`src/rtl/traffic_pkg.sv`:
```
// traffic_pkg: shared phase and light encodings for the intersection controller
package traffic_pkg;

    typedef enum logic [1:0] {
        PH_GREEN   = 2'b00,
        PH_YELLOW  = 2'b01,
        PH_ALL_RED = 2'b10,
        PH_FLASH   = 2'b11
    } phase_t;

    localparam logic [2:0] LT_RED = 3'b100;
    localparam logic [2:0] LT_YEL = 3'b010;
    localparam logic [2:0] LT_GRN = 3'b001;
    localparam logic [2:0] LT_OFF = 3'b000;

endpackage

```
`src/rtl/tl_next_dir.sv`:
```
// tl_next_dir: round-robin pick of the next approach with demand after the current one
module tl_next_dir #(
    parameter int NUM_DIR = 4,
    parameter int DIR_W   = 2
) (
    input  logic [NUM_DIR-1:0] veh_req,
    input  logic [DIR_W-1:0]   active_dir,
    output logic [DIR_W-1:0]   next_dir
);

    logic found;

    // scan forward from active_dir+1; the active approach itself is checked last
    always_comb begin
        next_dir = (int'(active_dir) == NUM_DIR - 1) ? '0 : active_dir + 1'b1;
        found = 1'b0;
        for (int k = 1; k <= NUM_DIR; k++) begin
            if (!found && veh_req[(int'(active_dir) + k) % NUM_DIR]) begin
                next_dir = DIR_W'((int'(active_dir) + k) % NUM_DIR);
                found = 1'b1;
            end
        end
    end

endmodule

```
`src/rtl/traffic_light_ctrl_n.sv`:
```
// traffic_light_ctrl_n: N-approach round-robin signal controller with rest-in-green and flash mode
module traffic_light_ctrl_n
    import traffic_pkg::*;
#(
    parameter int NUM_DIR    = 4,
    parameter int GREEN_CYC  = 8,
    parameter int YELLOW_CYC = 3,
    parameter int ALLRED_CYC = 2,
    parameter int FLASH_CYC  = 4,
    localparam int DIR_W     = (NUM_DIR > 2) ? $clog2(NUM_DIR) : 1
) (
    input  logic                   clk,
    input  logic                   rst,
    input  logic [NUM_DIR-1:0]     veh_req,
    input  logic                   flash_en,
    output logic [3*NUM_DIR-1:0]   light,
    output logic [1:0]             phase,
    output logic [DIR_W-1:0]       active_dir
);

    localparam int MAX_GY = (GREEN_CYC > YELLOW_CYC) ? GREEN_CYC : YELLOW_CYC;
    localparam int MAX_AF = (ALLRED_CYC > FLASH_CYC) ? ALLRED_CYC : FLASH_CYC;
    localparam int MAX_D  = (MAX_GY > MAX_AF) ? MAX_GY : MAX_AF;
    localparam int TW     = $clog2(MAX_D) + 1;

    phase_t               state_q, state_d;
    logic [TW-1:0]        timer_q, timer_d;
    logic [DIR_W-1:0]     dir_q, dir_d, next_dir;
    logic                 blink_q, blink_d;
    logic [3*NUM_DIR-1:0] light_q, light_d;
    logic                 other_req;

    tl_next_dir #(.NUM_DIR(NUM_DIR), .DIR_W(DIR_W)) u_next_dir (
        .veh_req    (veh_req),
        .active_dir (dir_q),
        .next_dir   (next_dir)
    );

    assign other_req  = |(veh_req & ~(NUM_DIR'(1) << dir_q));
    assign phase      = state_q;
    assign active_dir = dir_q;
    assign light      = light_q;

    // phase sequencing; timer saturates at 0 so a resting green holds there.
    // With no demand anywhere green is not held, giving fixed-time rotation.
    always_comb begin
        state_d = state_q;
        timer_d = (timer_q == '0) ? '0 : timer_q - 1'b1;
        dir_d   = dir_q;
        blink_d = blink_q;
        case (state_q)
            PH_ALL_RED: if (timer_q == '0) begin
                state_d = flash_en ? PH_FLASH : PH_GREEN;
                timer_d = flash_en ? TW'(FLASH_CYC - 1) : TW'(GREEN_CYC - 1);
                dir_d   = flash_en ? dir_q : next_dir;
                blink_d = 1'b1;
            end
            PH_GREEN: if (flash_en || (timer_q == '0 && (other_req || !(|veh_req)))) begin
                state_d = PH_YELLOW;
                timer_d = TW'(YELLOW_CYC - 1);
            end
            PH_YELLOW: if (timer_q == '0) begin
                state_d = flash_en ? PH_FLASH : PH_ALL_RED;
                timer_d = flash_en ? TW'(FLASH_CYC - 1) : TW'(ALLRED_CYC - 1);
                blink_d = 1'b1;
            end
            default: if (!flash_en) begin
                state_d = PH_ALL_RED;
                timer_d = TW'(ALLRED_CYC - 1);
            end else if (timer_q == '0) begin
                blink_d = ~blink_q;
                timer_d = TW'(FLASH_CYC - 1);
            end
        endcase
    end

    // decode lights from the next state so they register alongside it
    always_comb begin
        light_d = '0;
        for (int i = 0; i < NUM_DIR; i++)
            light_d[3*i +: 3] = (state_d == PH_FLASH) ? (blink_d ? LT_YEL : LT_OFF) :
                                (DIR_W'(i) == dir_d && state_d == PH_GREEN)  ? LT_GRN :
                                (DIR_W'(i) == dir_d && state_d == PH_YELLOW) ? LT_YEL : LT_RED;
    end

    // state, timer, blink and light registers with synchronous active-low reset
    always_ff @(posedge clk) begin
        if (!rst) begin
            state_q <= PH_ALL_RED;
            timer_q <= TW'(ALLRED_CYC - 1);
            dir_q   <= DIR_W'(NUM_DIR - 1);
            blink_q <= 1'b1;
            light_q <= {NUM_DIR{LT_RED}};
        end else begin
            state_q <= state_d;
            timer_q <= timer_d;
            dir_q   <= dir_d;
            blink_q <= blink_d;
            light_q <= light_d;
        end
    end

endmodule

```
`config.mk`:
```
export PLATFORM = sky130hd
export DESIGN_NAME = traffic_light_ctrl_n
export DESIGN_NICKNAME = d
export VERILOG_FILES = /design/src/rtl/traffic_pkg.sv /design/src/rtl/tl_next_dir.sv /design/src/rtl/traffic_light_ctrl_n.sv
export SDC_FILE = /design/constraint.sdc
export NUM_CORES = 1
export LEC_CHECK = 0
export CORE_AREA = 2 2 56 58
export CTS_BUF_LIST = sky130_fd_sc_hd__clkbuf_4 sky130_fd_sc_hd__clkbuf_8 sky130_fd_sc_hd__clkbuf_16
export DETAILED_ROUTE_END_ITERATION = 16
export DIE_AREA = 0 0 58 60
export PLACE_DENSITY_LB_ADDON = 0.08
export SETUP_SLACK_MARGIN = 0.02
export SYNTH_ARGS = -nofsm -noshare
export SYNTH_HDL_FRONTEND = slang
export SYNTH_SLANG_ARGS = --single-unit
```
`constraint.sdc`:
```
create_clock -name clk -period 3.5 [get_ports clk]
set_clock_uncertainty 0.15 [all_clocks]
set_input_delay 0.525 -clock clk [delete_from_list [all_inputs] [get_ports clk]]
set_output_delay 0.525 -clock clk [all_outputs]
set_load 0.01 [all_outputs]
```
## After elaboration in Yosys (flattened, before gate mapping)

Index checks and enable logic that the tools add are counted.

- Bits in registers: 21
- Bits in latches: 0
- Bits in writable memories: 0
- Memory bits (read-only): 0
- Bits of input ports: 7
- Logic and storage cells: 116
- Memories kept: 0

- Add/sub/neg operators: 6
- $mul: 0
- Divide/modulo/power cells: 0
- $lt $le $gt $ge: 4
- Equality and inequality tests: 8
- Shift operators: 1
- Muxes and demuxes: 56
- Bitwise logic cells: 7
- Reductions and logical operators: 29

Operator list:

| kind | number |
|---|---|
| $mux W3 | 13 |
| $mux W2 | 15 |
| $mux W4 | 6 |
| $lt A3 B4 Y1 const B | 4 |
| $mux W1 | 15 |
| $logic_and A1 B1 Y1 | 12 |
| $pmux W4 S3 | 1 |
| $reduce_or A2 Y1 | 5 |
| $bmux W1 S2 | 4 |
| $reduce_or A4 Y1 | 2 |
| $add A2 B1 Y2 const B | 3 |
| $eq A2 B1 Y1 const B | 3 |
| $logic_not A2 Y1 | 3 |
| $pmux W2 S3 | 1 |
| $add A2 B2 Y2 const B | 2 |
| $and A1 B1 Y1 const A | 4 |
| $and A4 B4 Y4 | 1 |
| $eq A2 B2 Y1 const A | 2 |
| $eq A2 B2 Y1 const B | 2 |
| $logic_not A1 Y1 | 4 |
| $logic_not A4 Y1 | 1 |
| $not A4 Y4 | 1 |
| $shl A1 B2 Y4 const A | 1 |
| $sub A4 B1 Y4 const B | 1 |
| other kinds (4) | 5 |

## Logic depth before layout (Yosys ltp)

Gate-level depths: netlist of run 1.

- Word-level depth: 24
- Mapped depth: 10
- Gate-level depth less buffers: 10

## Cells and area by module

A second synthesis of run 1 with hierarchy kept.

- Cell total of the unflattened synthesis: 158
- Area total of the unflattened synthesis: 1425.1 um^2

Modules (own cells, without submodules):

| module | times used | cells each | area each (um^2) | sequential area each (um^2) |
|---|---|---|---|---|
| traffic_light_ctrl_n | 1 | 125 | 1156.1 | 420.4 |
| tl_next_dir | 1 | 33 | 269.0 | 0.0 |

## Worst setup path after synthesis of run 1

Ideal clock, no wire load.

- Kind: reg-to-reg
- Start: reg dir_q[1] (netlist: active_dir[1])
- End: reg light_q[2] (netlist: light[2])
- Library setup time: 0.118 ns
- Arrival time: 2.588 ns
- Data required time: 3.232 ns
- Slack: 0.644 ns
- Cell stages (with the launch flop): 11
- Path buffers: 2
- Clock period less this slack: 2.856 ns
- Cells stage by stage: dfxtp_1 > clkbuf_1 > inv_1 > ha_1 > buf_6 > mux4_2 > a221oi_2 > o21ai_1 > a2bb2oi_4 > and3_1 > a21oi_1

- Longest elaborated chain between the ends: 22
- Elaborated cells between the ends (all ways): 53
- Those cells by class: add/sub: 5; eq/ne: 3; shift: 1; mux: 28; bitwise: 2; reduce/logical: 14

Ends and longest elaborated chain:

| item | RTL line | RTL |
|---|---|---|
| start, declared | traffic_light_ctrl_n.sv:28 | `logic [DIR_W-1:0] dir_q, dir_d, next_dir;` |
| start signal, assigned | traffic_light_ctrl_n.sv:91 | `dir_q <= DIR_W'(NUM_DIR - 1);` |
| start signal, assigned | traffic_light_ctrl_n.sv:97 | `dir_q <= dir_d;` |
| $add A2 B1 Y2 | tl_next_dir.sv:15, tl_next_dir.sv:18, tl_next_dir.sv:19 |  |
| $bmux W1 S2 | tl_next_dir.sv:18 | `if (!found && veh_req[(int'(active_dir) + k) % NUM_DIR]) begin` |
| $mux W1 (implied by the code) (2 in series) | tl_next_dir.sv:18 |  |
| $mux W1 | tl_next_dir.sv:18 |  |
| $logic_not A1 Y1 | tl_next_dir.sv:18 |  |
| $logic_and A1 B1 Y1 | tl_next_dir.sv:18 |  |
| $mux W1 | tl_next_dir.sv:18 |  |
| $logic_not A1 Y1 | tl_next_dir.sv:18 |  |
| (+5 left out) | -- |  |
| $mux W2 | traffic_light_ctrl_n.sv:55 | `dir_d = flash_en ? dir_q : next_dir;` |
| $mux W2 | traffic_light_ctrl_n.sv:52 | `PH_ALL_RED: if (timer_q == '0) begin` |
| $mux W2 | traffic_light_ctrl_n.sv:51 | `case (state_q)` |
| $logic_not A2 Y1 | traffic_light_ctrl_n.sv:82, traffic_light_ctrl_n.sv:83 |  |
| $logic_and A1 B1 Y1 | traffic_light_ctrl_n.sv:83 | `(DIR_W'(i) == dir_d && state_d == PH_YELLOW) ? LT_YEL : LT_RED;` |
| $mux W3 | traffic_light_ctrl_n.sv:83 |  |
| $mux W3 | traffic_light_ctrl_n.sv:82 | `(DIR_W'(i) == dir_d && state_d == PH_GREEN) ? LT_GRN :` |
| $mux W3 (*) | traffic_light_ctrl_n.sv:81 | `light_d[3*i +: 3] = (state_d == PH_FLASH) ? (blink_d ? LT_YEL : LT_OFF) :` |
| end signal, assigned | traffic_light_ctrl_n.sv:93 | `light_q <= {NUM_DIR{LT_RED}};` |
| end signal, assigned | traffic_light_ctrl_n.sv:99 | `light_q <= light_d;` |
| end, declared | traffic_light_ctrl_n.sv:30 | `logic [3*NUM_DIR-1:0] light_q, light_d;` |

Mark *: on every way between the ends. The rest lies on a longest branch, timed or not. The select of a mux whose other input is x is not followed.
A chain may end at the register's enable or synchronous reset.

## Worst setup path in the final report of run 1

- Start: reg dir_q[0] (netlist: active_dir[0])
- End: reg light_q[8] (netlist: light[8])

- Longest elaborated chain between the ends: 22
- Elaborated cells between the ends (all ways): 53
- Those cells by class: add/sub: 5; eq/ne: 4; shift: 1; mux: 28; bitwise: 2; reduce/logical: 13

Ends and longest elaborated chain:

| item | RTL line |
|---|---|
| $add A2 B1 Y2 | tl_next_dir.sv:15, tl_next_dir.sv:18, tl_next_dir.sv:19 |
| $bmux W1 S2 | tl_next_dir.sv:18 |
| $mux W1 (implied by the code) (2 in series) | tl_next_dir.sv:18 |
| $mux W1 | tl_next_dir.sv:18 |
| $logic_not A1 Y1 | tl_next_dir.sv:18 |
| $logic_and A1 B1 Y1 | tl_next_dir.sv:18 |
| $mux W1 | tl_next_dir.sv:18 |
| $logic_not A1 Y1 | tl_next_dir.sv:18 |
| (+5 left out) | -- |
| $mux W2 | traffic_light_ctrl_n.sv:55 |
| $mux W2 | traffic_light_ctrl_n.sv:52 |
| $mux W2 | traffic_light_ctrl_n.sv:51 |
| $eq A2 B2 Y1 | traffic_light_ctrl_n.sv:82, traffic_light_ctrl_n.sv:83 |
| $logic_and A1 B1 Y1 | traffic_light_ctrl_n.sv:83 |
| $mux W3 | traffic_light_ctrl_n.sv:83 |
| $mux W3 | traffic_light_ctrl_n.sv:82 |
| $mux W3 (*) | traffic_light_ctrl_n.sv:81 |

Marked as above.

==> flow_metrics.py, run 1 <==
metrics = {
    "run_status": {
        "status": "complete, no violations",
    },
    "route": {
        "wl_met2_mm": 1.57,
        "highest_layer": "met4",
        "postRouteAntennaNets": 0,
        "first_pass_iters": 4,
        "m1WireLength_mm": 1.50,
        "drc": 0,
        "routed_wl_mm": 3.24,
        "dr_wl_met3_um": 77,
        "wl_per_cell_um": 15.0,
        "dr.first_iter.drc_count": 26,
        "vias_per_cell": 6.10,
        "dr_total_vias": 1318,
    },
    "synthesis": {
        "ys_seq_area_share_pct": 28.6,
        "yosys_warnings": 0,
        "synth_nets": 184,
        "netlist_area_um2": 1470,
        "synth_top_family_by_area": "compound AO/OA/AOI/OAI gates",
        "synth-simple-area-share_pct": 21.3,
        "synth_adder_area_share_pct": 9.36,
        "synth_async_sr_flop_share_pct": 0,
        "syn_area_per_cell_um2": 8.86,
        "ys_ff_latch": 21,
        "synthDistinctLibCells": 56,
        "synthXorXnorAreaFrac_pct": 1.19,
        "synth_compound_area_share_pct": 27.3,
        "yosys_most_used_dff": "dfxtp_1",
        "synthCells": 166,
        "synth_edf_count": 0,
        "synthMuxAreaShare_pct": 5.11,
    },
    "setup_path": {
        "crit_end": "light[8]$_SDFF_PN1_",
        "reg2reg_to": "light[8]$_SDFF_PN1_",
        "r2r_cells": 8,
        "crit_fanout": 15,
        "cp_data_arrival_time_ns": 3.20,
        "reg2reg_from": "active_dir[0]$_SDFF_PN1_",
        "end_kind": "flop",
        "setup.worst_path.start": "active_dir[0]$_SDFF_PN1_",
        "reg2reg_setup_slack_ns": 0.34,
        "critPathLaunchType": "flop",
        "path_class": "reg -> reg",
        "worstPathRequired_ns": 3.54,
    },
    "sta": {
        "tightest_slew_ns": 0.502,
        "max_freq_mhz": 316,
        "finalSetupViolCount": 0,
        "timing.final.crit_share_pct": 90.3,
        "finalMaxSlewViolations": 0,
        "rsz0062_at_grt": "false",
        "finalSetupTns_ns": 0,
        "period_minus_slack_ns": 3.16,
        "hold_viol_final": 0,
        "relSlewSlack_pct": 66.4,
    },
    "grt": {
        "grt_pass1_wl_mm": 5.67,
        "grt_usage_pct": 20.6,
        "grt_max_degree": 16,
        "grt_antenna_before_repair": 0,
        "grt_remaining_overflow": 0,
        "first_global_vias": 1298,
    },
    "clock_tree": {
        "holdBufCountCts": 0,
        "htree_levels": 1,
        "post_cts_buffers": 0,
        "root_buffer": "clkbuf_4",
        "tritoncts": "yes",
        "clkTransAtPathRegs_ns": 0.11,
        "cts-resized-gates": 0,
        "clk_path_buf_depth": 2,
        "numCtsBuffers": 3,
        "cts.sinks": 21,
        "clkLatencyLatePin_ns": 0.30,
    },
    "die": {
        "dieArea_um2": 3480,
        "rows": 20,
        "die_y_um": 60,
        "ios": 23,
        "core_area_um2": 2900,
        "die_width_um": 58,
        "initial_core_util_pct": 50.6,
    },
    "layout": {
        "drive_gt1_share_pct": 12.6,
        "final_nets": 202,
        "stdcell_count": 216,
        "antenna_cells": 0,
        "area_growth_pct": 16.9,
        "fin_util_pct": 59.2,
        "layout_common_cells": "clkdlybuf4s50_1, dfxtp_1, inv_1, ha_1, a21oi_1",
        "fillers": 252,
        "layout_commonest_cell": "clkdlybuf4s50_1",
    },
    "pwr": {
        "power_density_nw_per_um2": 781,
        "leakage_nw": 0.693,
        "ir_drop_uv": 537,
        "power.total_w": 0.00134,
    },
    "place": {
        "gp_congestion": 0.794,
        "io_buffers": 22,
        "dp_cells": 212,
        "dpl.hpwl_mm": 2.38,
    },
    "worst_hold_path": {
        "hold_depth": 2,
        "hold_class": "reg -> reg",
    },
    "run": {
        "cap_viol_max_count": 0,
    },
}
==> layer usage <==
metal | vias up | global-route usage [%]
met4 | 0 | 8.64
met2 | 24 | 34.9
met5 | - | 0
met3 | 10 | 3.25
met1 | 642 | 26.1
li1 | 642 | -
==> synthesized netlist by cell type, types with 2 or more instances <==
master / instances / area share (%)
dfxtp_1: 21 / 29
inv_1: 12 / 3.1
ha_1: 11 / 9.4
a21oi_1: 10 / 3.4
nor2_1: 9 / 2.3
nand2_1: 8 / 2.0
o21ai_0: 8 / 2.7
clkbuf_1: 5 / 1.3
buf_2: 4 / 1.4
nor3_1: 4 / 1.4
o21ai_1: 4 / 1.4
o31ai_1: 4 / 2.0
mux2i_1: 3 / 2.0
nand3_1: 3 / 1.0
nand3b_1: 3 / 1.5
o21a_1: 3 / 1.5
o2bb2ai_1: 3 / 1.8
a211oi_1: 2 / 1.0
a21boi_0: 2 / 1.0
a21o_1: 2 / 1.0
a31oi_1: 2 / 0.85
and2_1: 2 / 0.85
and3_1: 2 / 0.85
mux2_2: 2 / 1.5
nand2b_1: 2 / 0.85
nor2b_1: 2 / 0.85
nor3b_1: 2 / 1.0
nor3b_4: 2 / 2.6
xnor2_1: 2 / 1.2
==> metrics by stage <==
stage,setup WS [ns],hold WS (ns),instance area [um2]
floorplan,0.644,0.403,1470
global placement,0.561,0.427,1690
detailed placement,0.393,0.445,1690
CTS,0.379,0.468,1720
global route,0.186,0.517,1720
finish,0.338,0.455,1720
==> where the power goes <==
part	switching (W)	internal, W	total [W]	leakage [nW]
registers	0.0000577	0.000319	0.000377	0.172
logic	0.000451	0.000394	0.000845	0.503
clock network	0.0000688	0.0000521	0.000121	0.0184
==> critical path: stages (launching register included) <==
cell and delay [ns]:
dfxtp_1 0.63, inv_1 0.23, ha_1 0.49, mux4_2 0.58
a221oi_2 0.24, o21ai_1 0.16, a2bb2oi_4 0.29, and3_1 0.22
a21oi_1 0.07
==> cells by family (layout without fill, tap and decap cells) <==
kind of cell,count (synthesis),after routing
adders and majority gates,11,11
xor gates and xnor gates,2,2
buffers and inverters,24,41
DFF,21,21
and+or+nand+nor,49,49
muxes,6,6
AOI/OAI and AO/OA,53,53
==> sequential cells by signal, indices dropped and copies added (netlist names) <==
signal      cells
light          12
timer_q         4
active_dir      2
phase           2
blink_q         1
==> how the worst min path moves through the flow <==
stage | from | endpoint | slack, ns
6_report | timer_q[3]$_SDFF_PN0_ | timer_q[3]$_SDFF_PN0_ | 0.46
5_1_grt | timer_q[3]$_SDFF_PN0_ | timer_q[3]$_SDFF_PN0_ | 0.52
4_1_cts | timer_q[3]$_SDFF_PN0_ | timer_q[3]$_SDFF_PN0_ | 0.47
3_5_place_dp | timer_q[3]$_SDFF_PN0_ | timer_q[3]$_SDFF_PN0_ | 0.44
3_3_place_gp | timer_q[3]$_SDFF_PN0_ | timer_q[3]$_SDFF_PN0_ | 0.43
2_1_floorplan | timer_q[3]$_SDFF_PN0_ | timer_q[3]$_SDFF_PN0_ | 0.40
==> cell type report <==
cell class              count  area [um2]  share of cell area, %
clock buffers               4        30.0                   1.75
inverters                  14        55.1                   3.20
multi-input cells         121         945                   54.9
flip-flops and latches     21         420                   24.5
well taps                  33        41.3                   2.40
repair buffers             23         228                   13.2
No activity file was read; power rests on OpenSTA's default activity.
==> run 2, diff against run 1 <==
--- a/config.mk
+++ b/config.mk
@@ -5,12 +5,14 @@
 export SDC_FILE = /design/constraint.sdc
 export NUM_CORES = 1
 export LEC_CHECK = 0
+export CAP_MARGIN = 20
 export CORE_AREA = 2 2 56 58
 export CTS_BUF_LIST = sky130_fd_sc_hd__clkbuf_4 sky130_fd_sc_hd__clkbuf_8 sky130_fd_sc_hd__clkbuf_16
 export DETAILED_ROUTE_END_ITERATION = 16
 export DIE_AREA = 0 0 58 60
 export PLACE_DENSITY_LB_ADDON = 0.08
 export SETUP_SLACK_MARGIN = 0.02
+export SLEW_MARGIN = 25
 export SYNTH_ARGS = -nofsm -noshare
 export SYNTH_HDL_FRONTEND = slang
 export SYNTH_SLANG_ARGS = --single-unit
==> results of run 2 <==
Final layout, timing and power as in run 1 (identical DEF).
